[src/rtl/alu_issue_stage_if.sv]
// ============================================================================
// Module  : nand_cpu_pkg / alu_input_ifc
// Brief   : ALU operation encoding and the registered operand interface
//           feeding the execute-stage ALU.
// Revision: 1.0 - initial release
// ============================================================================
`default_nettype none

package nand_cpu_pkg;
    typedef enum logic [1:0] {
        ALU_CL   = 2'd0,
        ALU_NAND = 2'd1,
        ALU_LI   = 2'd2,
        ALU_CP   = 2'd3
    } alu_op_e;
endpackage

interface alu_input_ifc
    import nand_cpu_pkg::*;
#(
    parameter int DATA_W = 16
);
    logic [DATA_W-1:0] op0;
    logic [DATA_W-1:0] op1;
    alu_op_e           alu_op;

    modport out (output op0, output op1, output alu_op);
    modport in  (input  op0, input  op1, input  alu_op);
endinterface

`default_nettype wire

[src/rtl/alu_issue_stage.sv]
// ============================================================================
// Module  : alu_issue_stage
// Brief   : Decode-to-execute register producing ALU operands with EX/WB
//           forwarding, stall hold with WB refresh, and flush bubbles.
// Revision: 1.0 - initial release
// ============================================================================
`default_nettype none

module alu_issue_stage
    import nand_cpu_pkg::*;
#(
    parameter int DATA_W = 16,
    parameter int REG_AW = 4,
    parameter int IMM_W  = 6
) (
    input  logic              clk,
    input  logic              rst,
    input  logic              dec_valid,
    output logic              dec_ready,
    input  alu_op_e           dec_alu_op,
    input  logic [REG_AW-1:0] dec_rs,
    input  logic [REG_AW-1:0] dec_rt,
    input  logic              dec_use_imm,
    input  logic [IMM_W-1:0]  dec_imm,
    input  logic [DATA_W-1:0] rf_rs_data,
    input  logic [DATA_W-1:0] rf_rt_data,
    input  logic              ex_fwd_en,
    input  logic [REG_AW-1:0] ex_fwd_addr,
    input  logic [DATA_W-1:0] ex_fwd_data,
    input  logic              wb_fwd_en,
    input  logic [REG_AW-1:0] wb_fwd_addr,
    input  logic [DATA_W-1:0] wb_fwd_data,
    input  logic              ex_stall,
    input  logic              flush,
    alu_input_ifc.out         alu,
    output logic              ex_valid,
    output logic [REG_AW-1:0] ex_rs_q,
    output logic [REG_AW-1:0] ex_rt_q,
    output logic              ex_use_imm_q,
    output logic [15:0]       issue_count
);

    logic              valid_q,   valid_d;
    alu_op_e           op_q,      op_d;
    logic [DATA_W-1:0] op0_q,     op0_d;
    logic [DATA_W-1:0] op1_q,     op1_d;
    logic [REG_AW-1:0] rs_q,      rs_d;
    logic [REG_AW-1:0] rt_q,      rt_d;
    logic              use_imm_q, use_imm_d;
    logic [15:0]       count_q,   count_d;

    logic              w_load;
    logic [DATA_W-1:0] w_rs_val;
    logic [DATA_W-1:0] w_rt_val;
    logic [DATA_W-1:0] w_imm_ext;
    logic              w_imm_sel;

    assign dec_ready = !rst && (!valid_q || !ex_stall);
    assign w_load    = dec_valid && dec_ready;
    assign w_imm_ext = {{(DATA_W-IMM_W){1'b0}}, dec_imm};
    assign w_imm_sel = dec_use_imm || (dec_alu_op == ALU_LI);

    // Forwarding priority: EX result is newer than the retiring WB write.
    always_comb begin
        w_rs_val = rf_rs_data;
        if (ex_fwd_en && ex_fwd_addr == dec_rs)
            w_rs_val = ex_fwd_data;
        else if (wb_fwd_en && wb_fwd_addr == dec_rs)
            w_rs_val = wb_fwd_data;

        w_rt_val = rf_rt_data;
        if (ex_fwd_en && ex_fwd_addr == dec_rt)
            w_rt_val = ex_fwd_data;
        else if (wb_fwd_en && wb_fwd_addr == dec_rt)
            w_rt_val = wb_fwd_data;
    end

    always_comb begin
        valid_d   = valid_q;
        op_d      = op_q;
        op0_d     = op0_q;
        op1_d     = op1_q;
        rs_d      = rs_q;
        rt_d      = rt_q;
        use_imm_d = use_imm_q;
        count_d   = count_q;

        if (flush) begin
            valid_d = 1'b0;
            op_d    = ALU_CL;
        end else if (w_load) begin
            valid_d   = 1'b1;
            op_d      = dec_alu_op;
            op0_d     = w_rs_val;
            op1_d     = w_imm_sel ? w_imm_ext : w_rt_val;
            rs_d      = dec_rs;
            rt_d      = dec_rt;
            use_imm_d = dec_use_imm;
            count_d   = count_q + 16'd1;
        end else if (valid_q && ex_stall) begin
            // Held operands track retiring writes; EX is frozen so only WB applies.
            if (wb_fwd_en && wb_fwd_addr == rs_q)
                op0_d = wb_fwd_data;
            if (!use_imm_q && wb_fwd_en && wb_fwd_addr == rt_q)
                op1_d = wb_fwd_data;
        end else begin
            valid_d = 1'b0;
            op_d    = ALU_CL;
        end
    end

    always_ff @(posedge clk) begin
        if (rst) begin
            valid_q   <= 1'b0;
            op_q      <= ALU_CL;
            op0_q     <= '0;
            op1_q     <= '0;
            rs_q      <= '0;
            rt_q      <= '0;
            use_imm_q <= 1'b0;
            count_q   <= 16'd0;
        end else begin
            valid_q   <= valid_d;
            op_q      <= op_d;
            op0_q     <= op0_d;
            op1_q     <= op1_d;
            rs_q      <= rs_d;
            rt_q      <= rt_d;
            use_imm_q <= use_imm_d;
            count_q   <= count_d;
        end
    end

    assign alu.op0      = op0_q;
    assign alu.op1      = op1_q;
    assign alu.alu_op   = op_q;
    assign ex_valid     = valid_q;
    assign ex_rs_q      = rs_q;
    assign ex_rt_q      = rt_q;
    assign ex_use_imm_q = use_imm_q;
    assign issue_count  = count_q;

endmodule

`default_nettype wire

[src/flat_wrapper.sv]
// flat-port wrapper written by rule: the top's interface ports become plain ports
module alu_issue_stage_flat import nand_cpu_pkg::*;
#(
    parameter int DATA_W = 16,
    parameter int REG_AW = 4,
    parameter int IMM_W  = 6
)
  (clk, rst, dec_valid, dec_ready, dec_alu_op, dec_rs, dec_rt, dec_use_imm, dec_imm, rf_rs_data, rf_rt_data, ex_fwd_en, ex_fwd_addr, ex_fwd_data, wb_fwd_en, wb_fwd_addr, wb_fwd_data, ex_stall, flush, ex_valid, ex_rs_q, ex_rt_q, ex_use_imm_q, issue_count, alu_op0, alu_op1, alu_alu_op);
  alu_input_ifc #(.DATA_W(DATA_W)) alu_i ();
  input  logic clk;
  input  logic rst;
  input  logic dec_valid;
  output logic dec_ready;
  input  alu_op_e dec_alu_op;
  input  logic [REG_AW-1:0] dec_rs;
  input  logic [REG_AW-1:0] dec_rt;
  input  logic dec_use_imm;
  input  logic [IMM_W-1:0] dec_imm;
  input  logic [DATA_W-1:0] rf_rs_data;
  input  logic [DATA_W-1:0] rf_rt_data;
  input  logic ex_fwd_en;
  input  logic [REG_AW-1:0] ex_fwd_addr;
  input  logic [DATA_W-1:0] ex_fwd_data;
  input  logic wb_fwd_en;
  input  logic [REG_AW-1:0] wb_fwd_addr;
  input  logic [DATA_W-1:0] wb_fwd_data;
  input  logic ex_stall;
  input  logic flush;
  output logic ex_valid;
  output logic [REG_AW-1:0] ex_rs_q;
  output logic [REG_AW-1:0] ex_rt_q;
  output logic ex_use_imm_q;
  output logic [15:0] issue_count;
  output wire logic [$bits(alu_i.op0)-1:0] alu_op0;
  output wire logic [$bits(alu_i.op1)-1:0] alu_op1;
  output wire logic [$bits(alu_i.alu_op)-1:0] alu_alu_op;
  assign alu_op0 = alu_i.op0;
  assign alu_op1 = alu_i.op1;
  assign alu_alu_op = alu_i.alu_op;
  alu_issue_stage #(.DATA_W(DATA_W), .REG_AW(REG_AW), .IMM_W(IMM_W)) u_core (.clk(clk), .rst(rst), .dec_valid(dec_valid), .dec_ready(dec_ready), .dec_alu_op(dec_alu_op), .dec_rs(dec_rs), .dec_rt(dec_rt), .dec_use_imm(dec_use_imm), .dec_imm(dec_imm), .rf_rs_data(rf_rs_data), .rf_rt_data(rf_rt_data), .ex_fwd_en(ex_fwd_en), .ex_fwd_addr(ex_fwd_addr), .ex_fwd_data(ex_fwd_data), .wb_fwd_en(wb_fwd_en), .wb_fwd_addr(wb_fwd_addr), .wb_fwd_data(wb_fwd_data), .ex_stall(ex_stall), .flush(flush), .alu(alu_i), .ex_valid(ex_valid), .ex_rs_q(ex_rs_q), .ex_rt_q(ex_rt_q), .ex_use_imm_q(ex_use_imm_q), .issue_count(issue_count));
endmodule
[config.mk]
export PLATFORM = sky130hd
export DESIGN_NAME = alu_issue_stage_flat
export DESIGN_NICKNAME = d
export VERILOG_FILES = /design/src/rtl/alu_issue_stage_if.sv /design/src/rtl/alu_issue_stage.sv /design/src/flat_wrapper.sv
export SDC_FILE = /design/constraint.sdc
export NUM_CORES = 1
export LEC_CHECK = 0
export ABC_CLOCK_PERIOD_IN_PS = 4700
export CAP_MARGIN = 20
export CELL_PAD_IN_SITES_DETAIL_PLACEMENT = 2
export CELL_PAD_IN_SITES_GLOBAL_PLACEMENT = 2
export CORE_MARGIN = 2
export CORE_UTILIZATION = 27
export DETAILED_ROUTE_END_ITERATION = 16
export PLACE_DENSITY = 0.88
export REMOVE_ABC_BUFFERS = 1
export SLEW_MARGIN = 30
export SYNTH_ARGS = -nofsm -noshare
export SYNTH_HDL_FRONTEND = slang
export SYNTH_SLANG_ARGS = --single-unit
[constraint.sdc]
create_clock -name clk -period 4.7 [get_ports clk]
set_clock_uncertainty 0.15 [all_clocks]
set_input_delay 0.94 -clock clk [delete_from_list [all_inputs] [get_ports clk]]
set_output_delay 0.94 -clock clk [all_outputs]
set_load 0.05 [all_outputs]
==> run metrics <==
Pleak=2.15 nW; Die Height=127 um; Max-Slew Margin vs Limit=42.8%; drt pass-1 iters=5; commonest cells after routing, fill and taps aside=clkdlybuf4s50_1 (155), nand2_1 (89), dfxtp_1 (60); Hold WC Path Type=register to register; FF+latch area=0.00120 mm^2; vias per cell=5.35; Max Cap Viol=0; Worst Setup End Kind=output port; Crit path required time=3.61 ns; crit path DAT=2.70 ns; peak supply drop=0.179 mV; Fill cells=1,672; DRC=0; worst hold slack=0.340 ns; Register-to-Register Setup Slack=2.25 ns; post-synthesis mux area share=4.38%; initial core utilization=27.4%; Tmin final=3.79 ns; main combinational cell family by area after synthesis=simple AND/OR/NAND/NOR gates; Synth Area per Inst=8.21 um^2; CORE AREA=0.0150 mm^2; Simple-Gate Fraction of Synth Area=26.6%; Startpoint Class=input port; ys async rst share=0%; setup bufs post-CTS=0; Max Freq=264 MHz; Final #Nets=738; number of global-route vias before repair=4,928; sequential area share after synthesis=29.2%; final-report max-slew violation count=0; Post-Synth Adder-Cell Area=0.304%; routed via count=4,464; number of flops mapped to enable cells by yosys=0; number of port buffers=156; most common cell after layout, fill and taps aside=clkdlybuf4s50_1; Worst-path clk slew=0.06 ns; ys flop type=dfxtp_1; #FFs+latches synth=60; Inserted Diodes=0; synthesized instance count=501; drt total wl=18,100 um; CP max FO=7; CTS H-tree lvls=3; synth warn=0; complex-gate fraction of the synthesized area=24.7%; HPWL Detailed=13,200 um; total negative slack=0 ns; clock root buffer master=clkbuf_16; outcome=finished clean; Top Ports=157; multi-input combinational cell area=0.00264 mm^2; CTS buffer count=9; GRT Total Usage=22.4%; CTS tree=yes; endpoints failing setup=0; measured slew at the worst slew-check pin=0.855 ns; antenna violations before repair=0; largest net degree at the start of global routing=44; clock tree sinks=60; Clk Latency, worst-skew pair=0.35 ns; crit share post-route=80.6%; Placer Congestion=0.809; RSZ-0062 raised after global routing=no; grt ovf=0; endpoints failing hold=0; first-pass GRT wire length=28,200 um; post-synthesis xor/xnor area fraction=8.03%; DIE AREA=0.0162 mm^2; WL per Instance=21.7 um; pwr dens=281 mW/mm^2; layout cell share with drive strength beyond 1=10.8%; Gates resized, CTS repair=0; # rows=45; cts hold-fix bufs=0; Mapped Area=0.00411 mm^2; Final ANT Viol Nets=0; DR iter-0 viols=143; CTS max path bufs=2; post-synthesis cell type count=52; critical path type=input port to output port; Die X=127 um; area added between synthesis and finish=48.5%
==> cell families (layout without fill, tap and decap cells) <==
| group | count (synthesis) | count (layout) |
|---|---|---|
| fa+ha+maj | 1 | 1 |
| xor+xnor | 36 | 36 |
| flops | 60 | 60 |
| mux | 16 | 16 |
| buf+inv | 56 | 201 |
| simple gates | 200 | 200 |
| compound gates | 132 | 132 |
==> synth_stat cells, types with 2 or more instances <==
cell type | count | area (um^2)
nand3_2 | 2 | 20.0
a21boi_0 | 2 | 15.0
buf_1 | 2 | 7.51
xnor2_1 | 21 | 184
a221o_1 | 6 | 60.1
mux2_1 | 6 | 67.6
a211oi_2 | 10 | 125
buf_6 | 5 | 56.3
a32o_1 | 6 | 60.1
nand3_1 | 9 | 45.0
nor3b_1 | 20 | 150
nand4_1 | 4 | 25.0
or3_1 | 14 | 87.6
dfxtp_1 | 60 | 1200
o21ai_0 | 19 | 95.1
nor3_1 | 11 | 55.1
nor2b_1 | 6 | 37.5
xor2_1 | 13 | 114
mux2_2 | 10 | 113
o32ai_1 | 6 | 52.6
buf_2 | 13 | 65.1
o21a_1 | 10 | 75.1
nand2_1 | 89 | 334
a211oi_1 | 6 | 45.0
clkbuf_1 | 16 | 60.1
nand2_2 | 2 | 12.5
and3b_1 | 10 | 87.6
a311oi_1 | 10 | 87.6
inv_1 | 17 | 63.8
nor2_1 | 16 | 60.1
nor4_2 | 5 | 62.6
or2_1 | 2 | 12.5
o22ai_1 | 6 | 37.5
o211ai_1 | 6 | 45.0
o32ai_2 | 4 | 65.1
o22a_1 | 10 | 87.6
xnor2_2 | 2 | 32.5
and2_1 | 3 | 18.8
a21oi_1 | 29 | 145
==> state kept, by name, summed over array words and instances, names as in the netlist <==
name                 count
u_core.alu.alu_op        2
u_core.alu.op0          16
u_core.alu.op1          16
u_core.ex_rs_q           4
u_core.ex_rt_q           4
u_core.ex_use_imm_q      1
u_core.ex_valid          1
u_core.issue_count      16
==> metal layers <==
layer / GRT usage, % / part of all wire, %
met1: 27.1 / 43
met2: 39.3 / 50
met3: 5.49 / 5.7
met4: 6.85 / 2.0
met5: 0 / 0
==> per-stage QoR <==
step	instances	util (%)	area, um^2	power [mW]	setup WS (ns)
final	834	40.6	6110	1.72	0.911
after global routing	834	40.6	6110	1.78	0.785
after CTS	834	40.6	6100	1.73	0.911
after detailed placement	818	38.4	5780	0.972	0.583
after global placement	818	38.4	5780	0.957	0.813
after floorplan	463	-	3900	0.757	1.55
==> cell type report <==
| type | count | share of cell area, % |
|---|---|---|
| clock inverter | 7 | 1.64 |
| inverter | 18 | 1.11 |
| clock buffer | 9 | 3.69 |
| tap | 188 | 3.85 |
| sequential | 60 | 19.7 |
| timing repair buffer | 167 | 26.8 |
| multi-input combinational | 385 | 43.2 |
==> critical path, cell delays in order <==
cell and delay, ns:
clkdlybuf4s50_1 0.57, a21oi_1 0.33, clkdlybuf4s50_1 0.86
==> report_power, final <==
part	switching (mW)	internal [mW]	leakage (nW)
clock	0.286	0.467	0.148
combinational	0.240	0.178	1.51
sequential	0.0155	0.529	0.488
==> final timing paths <==
path	startpoint	to	cells past startpoint
hold / removal	u_core.ex_rs_q[0]$_SDFFE_PP0P_	u_core.ex_rs_q[0]$_SDFFE_PP0P_	2
setup / recovery	ex_stall	dec_ready	3
hold reg to reg	u_core.ex_rs_q[0]$_SDFFE_PP0P_	u_core.ex_rs_q[0]$_SDFFE_PP0P_	2
setup reg to reg	u_core.ex_valid$_SDFFE_PP0P_	u_core.alu.op1[0]$_SDFFE_PP0P_	5
Note: power is estimated with default switching activity, not from simulation.
